**config.mk**
```make
export PLATFORM = sky130hd
export DESIGN_NAME = count_sweep_ctrl
export DESIGN_NICKNAME = d
export VERILOG_FILES = /design/src/rtl/cnt_sweep_pkg.sv /design/src/rtl/cnt_sweep_trig.sv /design/src/rtl/count_sweep_ctrl.sv
export SDC_FILE = /design/constraint.sdc
export NUM_CORES = 1
export LEC_CHECK = 0
export BUFFER_PORTS_ARGS = -buffer_cell sky130_fd_sc_hd__clkbuf_2
export CAP_MARGIN = 20
export CORE_ASPECT_RATIO = 1.4
export CORE_MARGIN = 2
export CORE_UTILIZATION = 38
export CTS_BUF_LIST = sky130_fd_sc_hd__clkbuf_16
export DETAILED_ROUTE_END_ITERATION = 7
export SYNTH_ARGS = -nofsm -noshare
export SYNTH_HDL_FRONTEND = slang
export SYNTH_SLANG_ARGS = --single-unit
```
**constraint.sdc**
```tcl
create_clock -name clk -period 2.25 [get_ports clk]
set_input_delay 0.3375 -clock clk [delete_from_list [all_inputs] [get_ports clk]]
set_output_delay 0.3375 -clock clk [all_outputs]
set_load 0.005 [all_outputs]
```
**src/rtl/cnt_sweep_pkg.sv**
```systemverilog
// cnt_sweep_pkg: shared state encoding and default sizes for the counter sweep sequencer
package cnt_sweep_pkg;
    localparam int DEF_W        = 4;
    localparam int DEF_SWP_W    = 4;
    localparam int DEF_PIPE_LAT = 3;
    typedef enum logic [2:0] {
        ST_IDLE = 3'd0,
        ST_SEEK = 3'd1,
        ST_UP   = 3'd2,
        ST_DOWN = 3'd3,
        ST_FIN  = 3'd4
    } state_t;
endpackage

```
**src/rtl/cnt_sweep_trig.sv**
```systemverilog
// cnt_sweep_trig: combinational turn-point compare for the sweep FSM
module cnt_sweep_trig #(
    parameter int W        = 4,
    parameter int PIPE_LAT = 3
) (
    input  logic [W-1:0] count_in,
    input  logic [W-1:0] lo,
    input  logic [W-1:0] hi,
    output logic         hit_lo,
    output logic         hit_top,
    output logic         hit_bot
);
    localparam logic [W-1:0] LAT = W'(PIPE_LAT);
    // Turn early by the counter latency so the observed extremes land exactly on lo/hi
    assign hit_lo  = count_in == lo;
    assign hit_top = count_in == W'(hi - LAT);
    assign hit_bot = count_in == W'(lo + LAT);
endmodule

```
**src/rtl/count_sweep_ctrl.sv**
```systemverilog
// count_sweep_ctrl: sweeps an up/down counter lo->hi->lo n times via its sel line.
// Define CNT_SWEEP_DBG_EN to expose dbg_state/dbg_swp and trap count_in leaving [lo,hi].
module count_sweep_ctrl
    import cnt_sweep_pkg::*;
#(
    parameter int W        = DEF_W,
    parameter int SWP_W    = DEF_SWP_W,
    parameter int PIPE_LAT = DEF_PIPE_LAT
) (
    input  logic             clk,
    input  logic             rst_n,
    input  logic             start,
    input  logic [W-1:0]     lo,
    input  logic [W-1:0]     hi,
    input  logic [SWP_W-1:0] n_sweeps,
    input  logic [W-1:0]     count_in,
    output logic             sel,
    output logic             busy,
    output logic             done,
    output logic             cfg_err
`ifdef CNT_SWEEP_DBG_EN
    ,
    output logic [2:0]       dbg_state,
    output logic [SWP_W-1:0] dbg_swp
`endif
);
    localparam logic [W-1:0] MIN_SPAN = W'(2 * PIPE_LAT);

    state_t           r_state;
    logic             r_sel;
    logic             r_busy;
    logic             r_done;
    logic             r_cfg_err;
    logic [W-1:0]     r_lo;
    logic [W-1:0]     r_hi;
    logic [SWP_W-1:0] r_swp;

    logic [W-1:0]     w_span;
    logic             w_bad;
    logic             w_hit_lo;
    logic             w_hit_top;
    logic             w_hit_bot;
    logic             w_oob;

    assign w_span = hi - lo;
    assign w_bad  = (w_span < MIN_SPAN) || (lo >= hi);

    cnt_sweep_trig #(.W(W), .PIPE_LAT(PIPE_LAT)) u_trig (
        .count_in (count_in),
        .lo       (r_lo),
        .hi       (r_hi),
        .hit_lo   (w_hit_lo),
        .hit_top  (w_hit_top),
        .hit_bot  (w_hit_bot)
    );

`ifdef CNT_SWEEP_DBG_EN
    assign dbg_state = r_state;
    assign dbg_swp   = r_swp;
    assign w_oob     = (r_state == ST_UP || r_state == ST_DOWN) && (count_in < r_lo || count_in > r_hi);
`else
    assign w_oob     = 1'b0;
`endif

    always_ff @(posedge clk or negedge rst_n) begin
        if (!rst_n) begin
            r_state   <= ST_IDLE;
            r_sel     <= 1'b1;
            r_busy    <= 1'b0;
            r_done    <= 1'b0;
            r_cfg_err <= 1'b0;
            r_lo      <= '0;
            r_hi      <= '0;
            r_swp     <= '0;
        end else begin
            r_done    <= 1'b0;
            r_cfg_err <= 1'b0;
            case (r_state)
                ST_IDLE: begin
                    r_sel <= 1'b1;
                    if (start && w_bad) begin
                        r_cfg_err <= 1'b1;
                    end else if (start) begin
                        r_lo    <= lo;
                        r_hi    <= hi;
                        r_swp   <= (n_sweeps == '0) ? SWP_W'(1) : n_sweeps;
                        r_busy  <= 1'b1;
                        r_state <= ST_SEEK;
                    end
                end
                ST_SEEK: if (w_hit_lo) r_state <= ST_UP;
                ST_UP: begin
                    if (w_hit_top) begin
                        r_sel   <= 1'b0;
                        r_state <= ST_DOWN;
                    end
                end
                ST_DOWN: begin
                    if (w_hit_bot) begin
                        r_sel   <= 1'b1;
                        r_swp   <= r_swp - SWP_W'(1);
                        r_busy  <= r_swp != SWP_W'(1);
                        r_done  <= r_swp == SWP_W'(1);
                        r_state <= (r_swp == SWP_W'(1)) ? ST_FIN : ST_UP;
                    end
                end
                ST_FIN: r_state <= ST_IDLE;
                default: r_state <= ST_IDLE;
            endcase
            if (w_oob) begin
                r_state   <= ST_IDLE;
                r_sel     <= 1'b1;
                r_busy    <= 1'b0;
                r_done    <= 1'b0;
                r_cfg_err <= 1'b1;
            end
        end
    end

    assign sel     = r_sel;
    assign busy    = r_busy;
    assign done    = r_done;
    assign cfg_err = r_cfg_err;
endmodule
```
* Word level (Yosys, flattened, before mapping) *
Index checks and enable logic that the tools add are counted.

word-level totals
  register bits after elaboration = 19
  input port bits = 19
  output and inout bits = 4
  logic and storage cells = 61

cells by class
  add/subtract/negate cells = 4
  magnitude comparators = 2
  equal/unequal tests = 13
  mux-type cells = 23
  bitwise gates (word level) = 1
  reductions and logical operators = 10

operator list
  operator             count
  $mux 3               6
  $mux 4               4
  $eq 4x4->1           3
  $pmux 3 s4           1
  $mux 1               9
  $pmux 4 s2           1
  $eq 3x2->1 const B   2
  $ne 2x1->1 const B   3
  $reduce_and 3->1     2
  $reduce_and 5->1     1
  $add 4x2->4 const B  1
  $eq 4x1->1 const B   1
  $ge 4x4->1           1
  $logic_not 4->1      1
  $lt 4x3->1 const B   1
  $ne 2x2->1 const B   2
  $ne 4x1->1 const B   1
  $reduce_and 4->1     1
  $sub 4x1->4 const B  1
  $sub 4x2->4 const B  1
  $sub 4x4->4          1
  $eq 3x1->1 const B   1
  $logic_not 3->1      1
  $pmux 1 s3           1
  other kinds (6)      6

* Depth between registers and ports, before layout *
Gate-level depths: netlist of run 1.

  depth in word-level cells = 6
  depth in mapped cells = 10
  depth with buffers taken out = 9

* By module *
A second synthesis of run 1 with hierarchy kept.

unflattened totals
  cells, all modules = 136
  area total of the unflattened synthesis = 1348.8 µm²

by module, submodules not included
  module            times used  cells each  area each (µm²)  sequential area each (µm²)
  count_sweep_ctrl  1           113         1171.1           476.7
  cnt_sweep_trig    1           23          177.7            0.0

* Least setup slack after synthesis of run 1 *
Ideal clock, no wire load.

  path kind = input to register
  from = in hi[0]
  to = reg r_hi[0]
  library setup time = 0.125 ns
  data arrival time = 2.271 ns
  required time = 2.125 ns
  setup slack = -0.146 ns
  stages = 9
  path buffers = 1
  cells stage by stage = inv_1 -> ha_1 -> fa_1 -> or2_2 -> a21oi_1 -> nor4_2 -> nor3_2 -> buf_2 -> mux2_2

on the way
  word-level cells in the longest chain between the ends = 6
  elaborated cells on any way between the ends = 7
  classes of those cells = 1 x add/sub; 2 x order compare; 1 x bitwise; 3 x reduce/logical

RTL lines
  what                               line                    source
  from (decl)                        count_sweep_ctrl.sv:14  input logic [W-1:0] hi,
  $sub 4x4->4                        count_sweep_ctrl.sv:45  assign w_span = hi - lo;
  $lt 4x3->1                         count_sweep_ctrl.sv:46  assign w_bad = (w_span < MIN_SPAN) || (lo >= hi);
  $logic_or 1x1->1                   count_sweep_ctrl.sv:46
  $logic_and 1x1->1                  count_sweep_ctrl.sv:81  if (start && w_bad) begin
  $not 1->1 (no source line)         --
  $reduce_and 3->1 (no source line)  --
  to (signal assigned)               count_sweep_ctrl.sv:85  r_hi <= hi;
  to (decl)                          count_sweep_ctrl.sv:35  logic [W-1:0] r_hi;

Parallel ways exist; a longest one is shown, timed or not.
A chain may end at the register's enable or synchronous reset.

* Worst setup path in the final report of run 1 *
  from = in hi[0]
  to = reg r_lo[3]

on the way
  word-level cells in the longest chain between the ends = 6
  elaborated cells on any way between the ends = 7
  classes of those cells = 1 x add/sub; 2 x order compare; 1 x bitwise; 3 x reduce/logical

RTL lines
  what                                   line                    source
  $sub 4x4->4                            count_sweep_ctrl.sv:45
  $lt 4x3->1                             count_sweep_ctrl.sv:46
  $logic_or 1x1->1 (*)                   count_sweep_ctrl.sv:46
  $logic_and 1x1->1 (*)                  count_sweep_ctrl.sv:81
  $not 1->1 (no source line) (*)         --
  $reduce_and 3->1 (no source line) (*)  --
  to (signal assigned)                   count_sweep_ctrl.sv:84  r_lo <= lo;
  to (decl)                              count_sweep_ctrl.sv:34  logic [W-1:0] r_lo;

Mark *: on every way between the ends. The rest lies on a longest branch, timed or not.

==> impl_metrics.env, run 1 <==
export IMPL_cts_clk_slew_worst_paths_ps=60
export IMPL_place_port_buffers=22
export IMPL_coreArea_um2=3150
export IMPL_die_y_um=72.7
export IMPL_fin_area_um2=1700
export IMPL_total_power_w=0.00175
export IMPL_clockBufferDepth=2
export IMPL_remaining_drc_errors=0
export IMPL_viasPerCell=5.26
export IMPL_setup_violations_final=0
export IMPL_synthArstFlopShare_pct=100
export IMPL_wl_mm=2.80
export IMPL_ys_warn_count=0
export IMPL_rsz0062_at_grt="true"
export IMPL_clock_sinks=19
export IMPL_place_ws_ps=-325
export IMPL_finalWorstSetupSlack_ps=51.9
export IMPL_finalNonFillerCells=204
export IMPL_cts_hold_buf=0
export IMPL_required_ps=2380
export IMPL_synth_edf_count=0
export IMPL_die_w_um=53.1
export IMPL_startpoint_type="primary input"
export IMPL_cts_root_buf="clkbuf_16"
export IMPL_synth_area_top_cells="dfrtp_1 (35%), ha_1 (7.8%), xnor2_1 (5.5%)"
export IMPL_layout_nets=194
export IMPL_yosys_cell_types_count=42
export IMPL_drive_gt1_share_pct=36.4
export IMPL_dr_pass1_iters=4
export IMPL_worst_pin_slew_ps=577
export IMPL_finalMaxSlewViolations=0
export IMPL_grt_usage_pct=17.1
export IMPL_peakVddDrop_v=0.000573
export IMPL_fmax_mhz=455
export IMPL_fp_row_count=24
export IMPL_grt_max_degree=20
export IMPL_gp_congestion=0.733
export IMPL_fin_crit_ps=2200
export IMPL_start_util_pct=40.6
export IMPL_cp_arrival_ps=2330
export IMPL_syn_nets=158
export IMPL_synth_top_cell_area_share_pct=35.2
export IMPL_hold_viol=0
export IMPL_die_area_um2=3860
export IMPL_yosys_area_top_type="dfrtp_1"
export IMPL_cts_htree_levels=1
export IMPL_drtAntennaViolNets=0
export IMPL_io_pins=23
export IMPL_overflow=0
export IMPL_cts_buffers=3
export IMPL_finalClockSkew_ps=3.46
export IMPL_max_slew_margin_pct=61.3
export IMPL_cts_tree="done"
export IMPL_antenna_cells=0
export IMPL_status="completed"
export IMPL_grt_pass1_vias=1105
export IMPL_critPathMaxFanout=10
export IMPL_hpwlAfterDp_mm=2.26
export IMPL_p_leak_nw=0.827
export IMPL_dpl_cell_count=199
export IMPL_period_share_pct=97.7
export IMPL_syn_area_per_cell_um2=9.85
export IMPL_grt_first_pass_wirelength_mm=4.89
export IMPL_synthFlopType="dfrtp_1"
export IMPL_synth_seq_cells=19
export IMPL_maxCapViolations=0
export IMPL_antenna_found_initial=0
export IMPL_holdWs_ps=37.2
export IMPL_avgRoutedWirePerCell_um=13.7
export IMPL_ys_top_cells_by_count="dfrtp_1 (18), inv_1 (15), ha_1 (8), nand2_1 (8), xnor2_1 (8)"
export IMPL_hold_class="in -> async"
export IMPL_synthToLayoutAreaGrowth_pct=32.8
export IMPL_ys_seq_area_share_pct=37.2
export IMPL_drt_initial_drc_count=23
export IMPL_worstSkewPairLatency_ps=250
export IMPL_crit_type="in -> reg"
export IMPL_synth_cells=130
export IMPL_power_density_nw_per_um2=1030
export IMPL_crit_path_end_kind="flop"
export IMPL_vias=1074
export IMPL_nFillCells=304
export IMPL_yosysMostFrequentCell="dfrtp_1"
export IMPL_post_dp_cell_area_um2=1560
export IMPL_syn_area_um2=1280
==> stage by stage <==
step	utilization [%]	setup TNS, ps
after global routing	53.9	-429
final	53.9	0
after detailed placement	49.3	-3460
after CTS	52.1	0
after global placement	49.3	-3070
after floorplan	-	-177
==> power by group <==
part / total (W) / internal (W) / switching [W]
sequential: 0.000610 / 0.000479 / 0.000131
combinational: 0.000780 / 0.000398 / 0.000382
clock: 0.000364 / 0.000238 / 0.000126
total: 0.00175 / 0.00111 / 0.000639
==> path summary, 6_finish.rpt <==
path                       startpoint          to  depth (start not counted)  slack (ps)
setup / recovery                hi[0]     r_lo[3]                         10          50
hold / removal                  rst_n  r_state[1]                          1          40
setup reg to reg              r_lo[0]    r_swp[0]                          7         220
hold reg to reg            r_state[2]  r_state[1]                          1         480
max in group asynchronous       rst_n         sel                          1        1860
min in group clk                hi[3]     r_hi[3]                          2         340
==> routing by layer <==
layer | vias up | wire, um | track usage, %
met2 | 17 | 1400 | 28.5
met1 | 517 | 1270 | 21.9
met4 | 0 | 52 | 6.84
met5 | - | 0 | 0
met3 | 6 | 78 | 2.46
li1 | 534 | - | -
==> timing repair <==
item	in CTS	in global routing
setup endpoints to repair	9	12
pin swaps	3	9
buffers inserted	0	1
gates resized for setup	2	12
==> worst max-delay path, cell delays in order <==
cell,delay [ps]
buf_12,90
inv_12,30
ha_4,150
fa_1,510
or2_4,260
a21oi_4,140
nor4_4,70
nor3_2,200
buf_4,230
mux2_4,310
==> area by class of cell <==
class                      instances  area [um^2]  share of cell area [%]
sequential                        19          477                    28.0
multi-input combinational         94          805                    47.3
clock buffer                       3         75.1                    4.42
clock inverter                     1         5.00                   0.294
tap                               39         48.8                    2.87
inverter                          15         68.8                    4.05
timing repair buffer              33          221                    13.0
==> sequential cells by signal (all words and copies together), names as in the netlist <==
signal   count
busy         1
cfg_err      1
done         1
r_hi         4
r_lo         4
r_state      3
r_swp        4
sel          1
==> logic make-up after synthesis <==
| group | synth area share, % |
|---|---|
| simple gates | 19.8 |
| xor+xnor | 8.80 |
| compound gates | 14.1 |
| buf+inv | 5.38 |
| mux | 5.28 |
| flops | 37.2 |
| fa+ha+maj | 9.38 |
==> cells in the final DEF (no fill, tap or decap), types with 2 or more instances in the layout <==
| master | synthesis | layout |
|---|---|---|
| buf_6 | 0 | 3 |
| nor4_4 | 1 | 2 |
| o21ai_0 | 5 | 4 |
| nor2_1 | 5 | 5 |
| xnor2_1 | 8 | 8 |
| ha_1 | 8 | 7 |
| nand3_1 | 2 | 2 |
| xor2_1 | 3 | 3 |
| buf_4 | 1 | 9 |
| nor3_1 | 6 | 6 |
| or3_1 | 2 | 2 |
| a21oi_1 | 6 | 5 |
| clkbuf_16 | 0 | 3 |
| a31oi_1 | 2 | 2 |
| nand2_1 | 8 | 8 |
| clkbuf_2 | 0 | 20 |
| and3_1 | 2 | 2 |
| mux2_4 | 0 | 6 |
| and3_2 | 3 | 3 |
| inv_1 | 15 | 14 |
| o31ai_1 | 2 | 2 |
| dfrtp_1 | 18 | 18 |
| nand4_1 | 2 | 2 |
| nor2b_1 | 2 | 2 |
(Power assumes the default switching activity.)
==> run 2, diff against run 1 <==
- CTS_CLUSTER_DIAMETER: default -> 30
- PLACE_DENSITY_LB_ADDON: default -> 0.1
==> impl_metrics.env, run 2 (synthesized netlist as in run 1, its figures left out) <==
export IMPL_status="completed"
export IMPL_crit_family="simple AND/OR/NAND/NOR gates"
export IMPL_dr_pass1_iters=4
export IMPL_required_ps=2400
export IMPL_worstSkewPairLatency_ps=260
export IMPL_cts_root_buf="clkbuf_16"
export IMPL_r2r_end="r_swp[0]"
export IMPL_postCtsSetupBuffers=0
export IMPL_gp_congestion=0.825
export IMPL_coreArea_um2=3150
export IMPL_finalMaxSlewViolations=0
export IMPL_clockBufferDepth=2
export IMPL_r2r_start="r_lo[0]"
export IMPL_crit_path_cell_trace="clkbuf_16 > inv_12 > ha_4 > fa_2 > or2_4 > a21oi_4 > nor4_4 > nor3_2 > buf_4 > or3_1 > and3_1"
export IMPL_cp_arrival_ps=2320
export IMPL_drt_initial_drc_count=33
export IMPL_power_density_nw_per_um2=1040
export IMPL_rsz0062_at_grt="true"
export IMPL_holdWs_ps=27.7
export IMPL_avgRoutedWirePerCell_um=13.5
export IMPL_r2r_worst_path_cells=7
export IMPL_grt_first_pass_wirelength_mm=4.86
export IMPL_synthToLayoutAreaGrowth_pct=33.6
export IMPL_peakVddDrop_v=0.000520
export IMPL_remaining_drc_errors=0
export IMPL_max_stage_delay_ps=540
export IMPL_grt_max_degree=20
export IMPL_hold_class="in -> async"
export IMPL_cts_clk_slew_worst_paths_ps=60
export IMPL_finalNonFillerCells=206
export IMPL_cts_tree="done"
export IMPL_start_util_pct=40.6
export IMPL_max_slew_margin_pct=67.4
export IMPL_overflow=0
export IMPL_io_pins=23
export IMPL_layout_nets=196
export IMPL_die_area_um2=3860
export IMPL_setup_violations_final=0
export IMPL_fmax_mhz=461
export IMPL_slowest_stage="fa_2"
export IMPL_mostFrequentLayoutCell="clkbuf_2"
export IMPL_dpl_cell_count=202
export IMPL_die_y_um=72.7
export IMPL_hpwlAfterDp_mm=2.24
export IMPL_timing_setup_tns_ps=0
export IMPL_grt_usage_pct=17.1
export IMPL_path_buf_inv=3
export IMPL_reg_largest_list="r_hi x4, r_lo x4, r_swp x4"
export IMPL_maxCapViolations=0
export IMPL_hold_viol=0
export IMPL_vias=1096
export IMPL_seq_area_um2=477
export IMPL_crit_path_end_kind="flop"
export IMPL_startpoint_type="primary input"
export IMPL_cts_htree_levels=1
export IMPL_fp_row_count=24
export IMPL_wl_mm=2.78
export IMPL_drtAntennaViolNets=0
export IMPL_cts_buffers=3
export IMPL_drive_gt1_share_pct=37.7
export IMPL_grt_pass1_vias=1118
export IMPL_period_share_pct=96.4
export IMPL_antenna_found_initial=0
export IMPL_antenna_cells=0
export IMPL_critPathMaxFanout=7
export IMPL_multi_input_area_um2=806
export IMPL_r2r_setup_slack_ps=320
export IMPL_place_port_buffers=22
export IMPL_worst_pin_slew_ps=487
export IMPL_p_leak_nw=0.832
export IMPL_clock_sinks=19
export IMPL_fin_crit_ps=2170
export IMPL_nFillCells=296
export IMPL_finalClockSkew_ps=7.33
export IMPL_crit_type="in -> reg"
export IMPL_viasPerCell=5.32
export IMPL_die_w_um=53.1
export IMPL_final_core_util_pct=54.2
export IMPL_final_cell_mix="clkbuf_2 (21), dfrtp_1 (18), inv_1 (14), buf_4 (13)"
run 2: worst register-to-register path: cells and delay by family, from the launching register on:
kind                       cells  cell delay, ps
buffers and inverters          1              70
AOI/OAI and AO/OA              2             180
DFF                            1             380
xor gates and xnor gates       1             160
adders and majority gates      1             310
and+or+nand+nor                2             720
run 2: through the flow:
stage,power (W),setup slack [ps],cell area [um^2]
4_1_cts,0.00177,0.739,1680
3_5_place_dp,0.00138,-371,1580
5_1_grt,0.00191,-21.9,1710
2_1_floorplan,0.00117,-29.5,1340
3_3_place_gp,0.00135,-291,1580
6_report,0.00177,81.6,1710
run 2: per-layer routing:
| layer | share of wire (%) | track usage (%) |
|---|---|---|
| met3 | 4.1 | 2.46 |
| met1 | 43 | 21.6 |
| met2 | 50 | 28.1 |
| met4 | 2.3 | 8.55 |
| met5 | 0 | 0 |
run 2: worst max path at each step:
stage          start       end  slack (ps)  cells past startpoint
2_1_floorplan  hi[0]   r_hi[0]         -30                      9
3_3_place_gp   hi[0]  r_swp[2]        -290                     11
3_5_place_dp   hi[0]  r_swp[3]        -370                     11
4_1_cts        hi[0]  r_swp[2]         0.7                     11
5_1_grt        hi[0]  r_swp[2]         -20                     11
6_report       hi[0]  r_swp[2]          80                     11
run 2: power breakdown:
part / total (W) / internal [W] / leakage (nW) / switching, W
logic: 0.000783 / 0.000407 / 0.558 / 0.000376
registers: 0.000608 / 0.000479 / 0.237 / 0.000129
clock network: 0.000380 / 0.000241 / 0.0371 / 0.000139
run 2: area by class of cell:
class	instances	share of cell area [%]
clock inverters	1	0.439
well taps	39	2.85
repair buffers	35	13.3
flip-flops and latches	19	27.9
clock buffers	3	4.39
multi-input cells	94	47.1
inverters	15	4.02
run 2: what timing repair did:
| item | in CTS | in global routing |
|---|---|---|
| pin swaps | 5 | 2 |
| endpoints found under the setup margin | 10 | 12 |
| hold buffers | 0 | 0 |
| gates cloned | 0 | 0 |
| resized for setup | 3 | 5 |
==> run 3, diff against run 2 <==
- SETUP_SLACK_MARGIN: default -> 0.15
==> impl_metrics.env, run 3 (synthesized netlist as in run 1, its figures left out) <==
export IMPL_r2r_worst_path_cells=8
export IMPL_max_slew_margin_pct=68.4
export IMPL_die_area_um2=3860
export IMPL_cts_htree_levels=1
export IMPL_coreArea_um2=3150
export IMPL_clockBufferDepth=2
export IMPL_antenna_found_initial=0
export IMPL_crit_path_cell_trace="clkbuf_16 > inv_12 > ha_4 > fa_1 > or2_4 > a21oi_4 > nor4_4 > nor3_2 > buf_4 > buf_8 > mux2_4"
export IMPL_drtAntennaViolNets=0
export IMPL_peakVddDrop_v=0.000457
export IMPL_fmax_mhz=446
export IMPL_timing_setup_tns_ps=0
export IMPL_cts_clk_slew_worst_paths_ps=50
export IMPL_r2r_end="r_swp[3]"
export IMPL_crit_type="in -> reg"
export IMPL_mostFrequentLayoutCell="clkbuf_2"
export IMPL_fp_row_count=24
export IMPL_overflow=0
export IMPL_slowest_stage="fa_1"
export IMPL_cts_buffers=3
export IMPL_worst_pin_slew_ps=474
export IMPL_period_share_pct=99.6
export IMPL_rsz0062_at_grt="true"
export IMPL_startpoint_type="primary input"
export IMPL_worstSkewPairLatency_ps=240
export IMPL_place_port_buffers=22
export IMPL_cp_arrival_ps=2370
export IMPL_layout_nets=200
export IMPL_maxCapViolations=0
export IMPL_r2r_start="r_lo[0]"
export IMPL_crit_path_end_kind="flop"
export IMPL_power_density_nw_per_um2=1000
export IMPL_max_stage_delay_ps=450
export IMPL_clock_sinks=19
export IMPL_hold_class="in -> async"
export IMPL_reg_largest_list="r_hi x4, r_lo x4, r_swp x4"
export IMPL_synthToLayoutAreaGrowth_pct=38.9
export IMPL_io_pins=23
export IMPL_total_power_w=0.00179
export IMPL_hpwlAfterDp_mm=2.25
export IMPL_antenna_cells=0
export IMPL_die_w_um=53.1
export IMPL_cts_tree="done"
export IMPL_r2r_setup_slack_ps=220
export IMPL_remaining_drc_errors=0
export IMPL_die_y_um=72.7
export IMPL_wl_mm=2.81
export IMPL_gp_congestion=0.831
export IMPL_status="completed"
export IMPL_grt_max_degree=20
export IMPL_dr_pass1_iters=3
export IMPL_viasPerCell=5.16
export IMPL_grt_first_pass_wirelength_mm=5.00
export IMPL_hold_viol=0
export IMPL_fin_crit_ps=2240
export IMPL_critPathMaxFanout=7
export IMPL_setup_violations_final=0
export IMPL_start_util_pct=40.6
export IMPL_grt_usage_pct=17.3
export IMPL_p_leak_nw=0.874
export IMPL_finalClockSkew_ps=4.32
export IMPL_avgRoutedWirePerCell_um=13.4
export IMPL_cts_root_buf="clkbuf_16"
export IMPL_vias=1084
export IMPL_finalMaxSlewViolations=0
export IMPL_drive_gt1_share_pct=39.2
export IMPL_grt_pass1_vias=1134
export IMPL_required_ps=2380
export IMPL_final_cell_mix="clkbuf_2 (21), dfrtp_1 (18), inv_1 (15), buf_4 (14)"
export IMPL_drt_initial_drc_count=27
-- run 3: changes by cell type in the layout (fill, tap and decap cells not counted), sizes merged --
cell      previous run  this run
buf                 13        17
inv                 15        16
clkinvlp             1         0
-- run 3: through the flow --
step	utilization, %	std cells	setup WS (ps)	hold slack [ps]	instance area, um^2
global route	56.4	210	-63.6	80.8	1780
finish	56.4	210	10.0	38.5	1780
floorplan	-	130	-22.9	41.9	1360
CTS	54.8	209	21.7	63.0	1730
global placement	50.4	201	-265	317	1590
detailed placement	50.4	201	-328	326	1590
-- run 3: how the worst max path moves through the flow --
stage | from | endpoint | slack, ps | cells past startpoint
finish | hi[0] | r_hi[1] | 10 | 11
global route | hi[0] | r_lo[2] | -60 | 11
detailed placement | hi[0] | r_swp[3] | -330 | 11
CTS | hi[0] | r_swp[3] | 20 | 11
floorplan | hi[0] | r_hi[0] | -20 | 9
global placement | hi[0] | r_swp[2] | -270 | 11
-- run 3: final cells by class --
cell class,count,area [um^2]
repair buffers,39,273
multi-input cells,94,832
inverters,15,68.8
well taps,39,48.8
clock buffers,3,75.1
flip-flops and latches,19,477
fillers,295,1380
clock inverters,1,3.75
-- run 3: per-layer routing --
| metal | track usage [%] | routed length [um] |
|---|---|---|
| met1 | 21.5 | 1230 |
| met2 | 30.0 | 1490 |
| met3 | 2.46 | 67 |
| met4 | 6.27 | 26 |
| met5 | 0 | 0 |
-- run 3: timing repair --
item | CTS | global route
pin swaps | 4 | 3
resized for setup | 6 | 8
hold buffers | 0 | 0
endpoints found under the setup margin | 12 | 14
setup buffers | 4 | 1
-- run 3: where the power goes --
group | switching (W) | total, W | internal [W]
Clock | 0.000115 | 0.000351 | 0.000236
Combinational | 0.000390 | 0.000823 | 0.000433
Sequential | 0.000134 | 0.000613 | 0.000479
Total | 0.000639 | 0.00179 | 0.00115
-- run 3: critical path, delay by kind of cell --
family          cells  cell delay, ps
fa+ha+maj           2             590
compound gates      1             150
buf+inv             4             420
mux                 1             300
simple gates        3             560
